### config.mk
export PLATFORM = sky130hd
export DESIGN_NAME = fetch_redirect_unit
export DESIGN_NICKNAME = d
export VERILOG_FILES = /design/src/rtl/fetch_redirect_unit.sv
export SDC_FILE = /design/constraint.sdc
export NUM_CORES = 1
export LEC_CHECK = 0
export ABC_AREA = 0
export CAP_MARGIN = 20
export CORE_MARGIN = 4
export CORE_UTILIZATION = 55
export CTS_BUF_LIST = sky130_fd_sc_hd__clkbuf_4 sky130_fd_sc_hd__clkbuf_8 sky130_fd_sc_hd__clkbuf_16
export CTS_CLUSTER_SIZE = 30
export DETAILED_ROUTE_END_ITERATION = 10
export DONT_BUFFER_PORTS = 1
export GPL_ROUTABILITY_DRIVEN = 0
export PLACE_DENSITY = 0.72
export SLEW_MARGIN = 15
export SYNTH_ARGS = -nofsm -noshare
export SYNTH_HDL_FRONTEND = slang
export SYNTH_SLANG_ARGS = --single-unit
### constraint.sdc
create_clock -name clk -period 4.2 [get_ports clk]
set_input_delay 0.42 -clock clk [delete_from_list [all_inputs] [get_ports clk]]
set_output_delay 0.42 -clock clk [all_outputs]
set_load 0.01 [all_outputs]
### src/rtl/fetch_redirect_unit.sv
// Fetch front end: PC generation, one-deep memory request pipeline, 2-entry
// instruction queue and branch redirect. Optional stats counters under FETCH_STATS_EN.
module fetch_redirect_unit #(
  parameter int                ADDR_W   = 32,
  parameter int                INSTR_W  = 32,
  parameter logic [ADDR_W-1:0] RESET_PC = '0
) (
  input  logic               clk,
  input  logic               rst_n,
  output logic               imem_req,
  output logic [ADDR_W-1:0]  imem_addr,
  input  logic [INSTR_W-1:0] imem_rdata,
  output logic               if_valid,
  output logic [INSTR_W-1:0] if_instr,
  output logic [ADDR_W-1:0]  if_pc,
  input  logic               id_ready,
  input  logic               br_taken,
  input  logic [ADDR_W-1:0]  br_target,
  output logic [15:0]        redirect_count,
  output logic [15:0]        stall_count
);

  // Handshake: an instruction transfers to decode on a cycle where
  // if_valid && id_ready; if_valid never depends on id_ready.

  logic [ADDR_W-1:0]  pc_q, pc_d;
  logic               inflight_q, inflight_d;
  logic [ADDR_W-1:0]  inflight_pc_q, inflight_pc_d;
  logic [1:0]         count_q, count_d;
  logic [INSTR_W-1:0] instr0_q, instr0_d, instr1_q, instr1_d;
  logic [ADDR_W-1:0]  pc0_q, pc0_d, pc1_q, pc1_d;
  logic               pop, push, issue;
  logic [2:0]         occupancy;
  logic               unused_target_lsbs;

  assign unused_target_lsbs = ^br_target[1:0];

  // Slot 0 is always the queue head, so decode sees plain register outputs.
  assign if_valid  = (count_q != 2'd0);
  assign if_instr  = instr0_q;
  assign if_pc     = pc0_q;
  assign pop       = if_valid && id_ready;
  assign push      = inflight_q && !br_taken;
  assign occupancy = {1'b0, count_q} + {2'b00, inflight_q} - {2'b00, pop};
  // rst_n gates the request so nothing is issued while held in reset.
  assign issue     = rst_n && !br_taken && (occupancy < 3'd2);
  assign imem_req  = issue;
  assign imem_addr = pc_q;

  always_comb begin
    pc_d          = pc_q;
    inflight_d    = issue;
    inflight_pc_d = inflight_pc_q;
    count_d       = count_q;
    instr0_d      = instr0_q;
    instr1_d      = instr1_q;
    pc0_d         = pc0_q;
    pc1_d         = pc1_q;
    if (issue) begin
      pc_d          = pc_q + ADDR_W'(4);
      inflight_pc_d = pc_q;
    end
    if (pop) begin
      instr0_d = instr1_q;
      pc0_d    = pc1_q;
      count_d  = count_d - 2'd1;
    end
    // Insert at the first free slot after the pop has shifted the queue.
    if (push) begin
      if (count_d == 2'd0) begin
        instr0_d = imem_rdata;
        pc0_d    = inflight_pc_q;
      end else begin
        instr1_d = imem_rdata;
        pc1_d    = inflight_pc_q;
      end
      count_d = count_d + 2'd1;
    end
    if (br_taken) begin
      count_d = 2'd0;
      pc_d    = {br_target[ADDR_W-1:2], 2'b00};
    end
  end

  always_ff @(posedge clk or negedge rst_n) begin
    if (!rst_n) begin
      pc_q          <= RESET_PC;
      inflight_q    <= 1'b0;
      inflight_pc_q <= '0;
      count_q       <= 2'd0;
      instr0_q      <= '0;
      instr1_q      <= '0;
      pc0_q         <= '0;
      pc1_q         <= '0;
    end else begin
      pc_q          <= pc_d;
      inflight_q    <= inflight_d;
      inflight_pc_q <= inflight_pc_d;
      count_q       <= count_d;
      instr0_q      <= instr0_d;
      instr1_q      <= instr1_d;
      pc0_q         <= pc0_d;
      pc1_q         <= pc1_d;
    end
  end

`ifdef FETCH_STATS_EN
  logic [15:0] redirect_count_q, stall_count_q;

  // Both counters stick at all-ones rather than wrapping.
  always_ff @(posedge clk or negedge rst_n) begin
    if (!rst_n) begin
      redirect_count_q <= 16'd0;
      stall_count_q    <= 16'd0;
    end else begin
      if (br_taken && (redirect_count_q != 16'hFFFF))
        redirect_count_q <= redirect_count_q + 16'd1;
      if (if_valid && !id_ready && (stall_count_q != 16'hFFFF))
        stall_count_q <= stall_count_q + 16'd1;
    end
  end

  assign redirect_count = redirect_count_q;
  assign stall_count    = stall_count_q;
`else
  assign redirect_count = 16'd0;
  assign stall_count    = 16'd0;
`endif

endmodule

; Word level (Yosys, flattened, before mapping)
; Cells that the tools add are included.
[word_totals]
ff_bits = 195
in_bits = 68
[op_classes]
add_sub_neg = 5
order_cmp = 1
mux = 11
bitwise_logic = 1
reduce_logical = 9
[op_table]
columns = operator, n
row1 = $mux W32, 8
row2 = $add A32 B3 Y32 const B, 1
row3 = $mux W2, 3
row4 = $logic_and A1 B1 Y1, 4
row5 = $reduce_bool A2 Y1, 2
row6 = $add A2 B1 Y3, 1
row7 = $lt A3 B2 Y1 const B, 1
row8 = $sub A3 B1 Y3, 1
row9 = $add A2 B1 Y2 const B, 1
row10 = $logic_not A2 Y1, 1
row11 = $reduce_and A2 Y1, 1
row12 = $sub A2 B1 Y2 const B, 1
row13 = $logic_not A1 Y1, 1
row14 = $not A1 Y1, 1

; Logic depth before layout (Yosys ltp)
[depth]
ltp_word = 7
mapped_depth = 16
mapped_depth_nobuf = 12

; Worst setup path after synthesis
; OpenSTA, ideal clock, no wires.
[synth_path]
path_type = reg2out
from = register count_q[1]
to = output imem_req
t_arrival_ns = 3.312
required_time_ns = 3.780
slack_ns = 0.468
path_stages_with_launch = 15
n_path_buf = 6
cell_sequence = dfrtp_1 > inv_1 > ha_1 > nand2b_1 > clkbuf_1 > buf_2 > buf_1 > nor2_1 > fa_1 > xor2_1 > or3_1 > clkbuf_1 > inv_2 > buf_2 > buf_1
[synth_via]
elab_chain_cells = 5
elab_cells_between_ends = 6
cone_classes = add/sub: 2 / order compare: 1 / reduce/logical: 3
[synth_lines]
columns = item, line
row1 = "start, declared", 29  ; logic [1:0] count_q, count_d;
row2 = "start signal, assigned", 99  ; count_q <= count_d;
row3 = branches (longest 2 deep; another with $add A2 B1 Y3), n/a
row4 = $sub A3 B1 Y3 (*), 44  ; assign occupancy = {1'b0, count_q} + {2'b00, inflight_q} - {2'b00, pop};
row5 = $lt A3 B2 Y1 (*), 46  ; assign issue = rst_n && !br_taken && (occupancy < 3'd2);
row6 = $logic_and A1 B1 Y1 (*), 46
row7 = "end, declared", 10  ; output logic imem_req,
; Mark *: on every way between the ends.

; Worst setup path in the final report
[layout_path]
from = register count_q[1]
to = register pc_q[26], in the netlist imem_addr[26]
[layout_via]
elab_chain_cells = 6
elab_cells_between_ends = 7
cone_classes = add/sub: 2 / order compare: 1 / reduce/logical: 4
[layout_lines]
columns = item, line
row1 = branches (longest 2 deep; another with $add A2 B1 Y3), n/a
row2 = $sub A3 B1 Y3 (*), 44
row3 = $lt A3 B2 Y1 (*), 46
row4 = $logic_and A1 B1 Y1 (*), 46
row5 = via imem_req, 10
row6 = $reduce_bool A2 Y1 (no line) (*), n/a
row7 = "end signal, assigned", 96  ; pc_q <= pc_d;
row8 = "end, declared", 26  ; logic [ADDR_W-1:0] pc_q, pc_d;
; Mark *: on every way through the listed nets, which the timed path passes.
; A chain may end at the register's enable or synchronous reset.

==> results.txt <==
The total area inside the core boundary comes to 15300 sq um. The largest fanout on the critical path came out at 20. The count of antenna-violating nets left after detailed routing was 0; the depth of the worst register-to-register path was 12. After technology mapping, the gate count stands at 809.

The min-delay analysis places its worst path in the category in2async. After filler insertion, the fill cell instance count of the layout stands at 1243. The number of post-CTS setup repair buffers came out at 0. The dominant register cell in the synthesized netlist is sky130_fd_sc_hd__dfrtp_1.

The placement row count was 45. The critical path goes through inv_1 > ha_1 > nand2b_4 > xnor2_1 > nand2_1 > fa_1 > xor2_1 > or3_2 > inv_2 > nand4_2 > or4_1 > nand3_1. TritonCTS built the clock tree.

The final critical path takes up 88.6% of the cycle. The cell area that synthesis handed to floorplanning was 8610 sq um. A synthesized cell averages 10.6 sq um. The setup check on the worst reg-to-reg path leaves a slack of 0.48 ns.

The total congestion overflow was 0. The die is 133 um wide. The die is 133 um tall.

In the synthesized netlist, the cells that appear most often are sky130_fd_sc_hd__dfrtp_1, sky130_fd_sc_hd__nand2_1, sky130_fd_sc_hd__o21ai_0. The number of max-capacitance violations reported was 0; the area of the die was 17700 sq um. The repair_antennas step left the layout with diodes totalling 0. The area growth from synthesis to layout is 7.24%, and the count of flip-flops with a built-in enable after synthesis is 0. Adding up every negative setup slack in the final design gives 0 ns. Counting along the longest clock path gives a buffer depth of 2. The tools report the worst flop-to-flop path startpoint as count_q[1]. The final standard cell count with taps included and fillers excluded was 1008. Summing the sequential cell areas from Yosys gives 55.0% of the chip area. Among all stages on the critical path, the largest delay is contributed by sky130_fd_sc_hd__or3_2.

The final core utilization was 60.5%. Counting tap cells, the placed design contains a total of 977 instances. Setup violations remaining at the end of the flow were counted as 0. The slew at the pin closest to its max-slew limit works out to 1.12 ns. CTS saw 189 sinks.

The logs give 56.4% for the initial core utilization and 12.5 mm for the half-perimeter wire length after detailed placement. The DRC violations left came out at 0. TritonCTS created 17 clock buffers. Global routing used 21.3% of the available tracks.

For the number of resized instances in the post-cts repair step, the log shows 0. After synthesis, the largest area contributor takes up 55.0% of total cell area. The logs give 5737 for the via count of the first global-routing pass and 4.56 ns for the endpoint required time on the critical path. The cell taking the most area after synthesis is sky130_fd_sc_hd__dfrtp_1. In this run the number of H-tree levels came out at 4.

The total number of yosys warnings came out at 0. The worst slack on hold paths is -0.305 ns, and the first-pass GRT wire length is 30.2 mm. The run finished, with violations left.

The worst register-to-register path ends at imem_addr[26]. Entering global routing, the biggest net connects 191 pins. The number of distinct library cells after synthesis is 51. The first routing iteration left 360 violations. The leakage dissipation was 4.48 nW; the detailed-route wire length was 18.5 mm. For the post-route total power, the log shows 6.47 mW.

Buffers placed on the I/O ports in this run total 0. Grouping stages by cell kind, the critical path spends the most delay in simple AND/OR/NAND/NOR gates. Headroom to the max-slew limit came out at 25.4%. The largest single stage delay on the critical path is 0.66 ns.

198 I/O pins were placed. The average wire per standard cell came out at 18.4 um. After clock tree synthesis, the clock-pin slew on the worst setup and hold paths is 0.07 ns. For the initial antenna violation count, the log shows 0. STA classifies the critical path startpoint as a flip-flop.

VDD sags by at most 0.000353 V. The endpoint arrival time on the critical path was 4.08 ns. The total number of nets in the final design came out at 857. Ranked by total cell area, the synthesized netlist is headed by sky130_fd_sc_hd__dfrtp_1, sky130_fd_sc_hd__mux2_2, sky130_fd_sc_hd__nand2_1, sky130_fd_sc_hd__mux2i_1, sky130_fd_sc_hd__o21ai_0. The clock network latency to the later pin of the worst-skew pair came out at 0.42 ns. For this design the ratio of total power to cell area is 701 nW/um^2.

Type of destination of the critical path: a flip-flop. The fraction of registers with async set or reset after synthesis came out at 100%. The setup skew after layout is 0.00680 ns, and the average vias per placed instance is 5.79.

Root cell of the clock tree: sky130_fd_sc_hd__clkbuf_16. Cells with a size suffix above 1 make up 14.2% of the layout. The number of buffers and inverters on the critical path came out at 2.

The routed layout has 5840 vias. The register bit total from synthesis was 189; the total iterations of the first detailed-routing run was 5. The final reports fail on hold timing. The most common cell in the netlist is sky130_fd_sc_hd__dfrtp_1. The smallest clock period supported by the final layout is computed as 3.72 ns. Start-to-end type of the worst setup path: reg2reg.

Setup repair after global routing left no endpoint under its margin. The max-slew violation total from the final report is 0. For the number of hold violations in the final report, the log shows 189.

The top achievable clock speed is 0.269 GHz.
-- metrics by stage --
stage	setup slack [ns]	instance area, sq um
detailed placement	0.549	8620
CTS	0.533	9230
global route	0.302	9230
global placement	0.665	8620
floorplan	0.468	8730
finish	0.480	9230
-- metal layers --
metal	global-route usage [%]	up-vias	wire, um
met5	0	-	0
met4	8.83	0	409
met3	7.87	30	1950
met2	32.4	277	8490
met1	27.7	2841	7660
li1	-	2692	-
-- flip-flops by register name, summed over array words and instances (netlist names) --
signal,cells
inflight_q,1
imem_addr,30
if_pc,32
pc1_q,30
count_q,2
inflight_pc_q,30
instr1_q,32
if_instr,32
-- placed cells by master (no fill, tap or decap), types with 4 or more instances in the layout --
cell type and count:
sky130_fd_sc_hd__dfrtp_1 189, sky130_fd_sc_hd__nand2_1 176, sky130_fd_sc_hd__o21ai_0 83, sky130_fd_sc_hd__mux2i_1 64
sky130_fd_sc_hd__mux2_2 62, sky130_fd_sc_hd__conb_1 34, sky130_fd_sc_hd__nor2_1 20, sky130_fd_sc_hd__clkbuf_16 17
sky130_fd_sc_hd__nand3_1 16, sky130_fd_sc_hd__nand4_1 12, sky130_fd_sc_hd__inv_1 9, sky130_fd_sc_hd__a221o_1 8
sky130_fd_sc_hd__and3_1 7, sky130_fd_sc_hd__a21oi_1 6, sky130_fd_sc_hd__nor2b_1 6, sky130_fd_sc_hd__buf_4 6
sky130_fd_sc_hd__nor3_1 5, sky130_fd_sc_hd__o311ai_0 5, sky130_fd_sc_hd__clkbuf_8 5, sky130_fd_sc_hd__o211ai_1 4
-- kinds of logic (layout without fill, tap and decap cells) --
family | after synthesis | after routing | synth area share [%]
DFF | 189 | 189 | 55.0
adders and majority gates | 4 | 4 | 0.669
buffers and inverters | 93 | 48 | 5.74
xor gates and xnor gates | 4 | 4 | 0.407
muxes | 126 | 126 | 15.6
AOI/OAI and AO/OA | 123 | 123 | 8.56
other | 1 | 34 | 0.0436
and+or+nand+nor | 269 | 269 | 14.1
-- final cells by class --
class	count	area, sq um	area share [%]
Clock buffer	23	502	5.44
Clock inverter	8	106	1.15
Inverter	10	37.5	0.407
Multi-Input combinational cell	560	3520	38.2
Sequential cell	189	4730	51.2
Tap cell	211	264	2.86
Timing Repair Buffer	7	65.1	0.705
-- worst max-delay path by stage --
| stage | startpoint | to | depth (start not counted) |
|---|---|---|---|
| CTS | count_q[1] | imem_addr[26] | 12 |
| global placement | count_q[1] | imem_addr[26] | 12 |
| detailed placement | count_q[1] | imem_addr[26] | 12 |
| global route | count_q[1] | imem_addr[26] | 12 |
| floorplan | count_q[1] | imem_req | 14 |
| finish | count_q[1] | imem_addr[26] | 12 |
-- report_power, final --
part | internal (mW) | total [mW] | leakage (nW) | switching (mW)
sequential | 2.55 | 3.30 | 2.39 | 0.746
combinational | 0.748 | 1.55 | 1.79 | 0.800
clock | 0.963 | 1.62 | 0.295 | 0.660
Note: power is estimated with default switching activity, not from simulation.
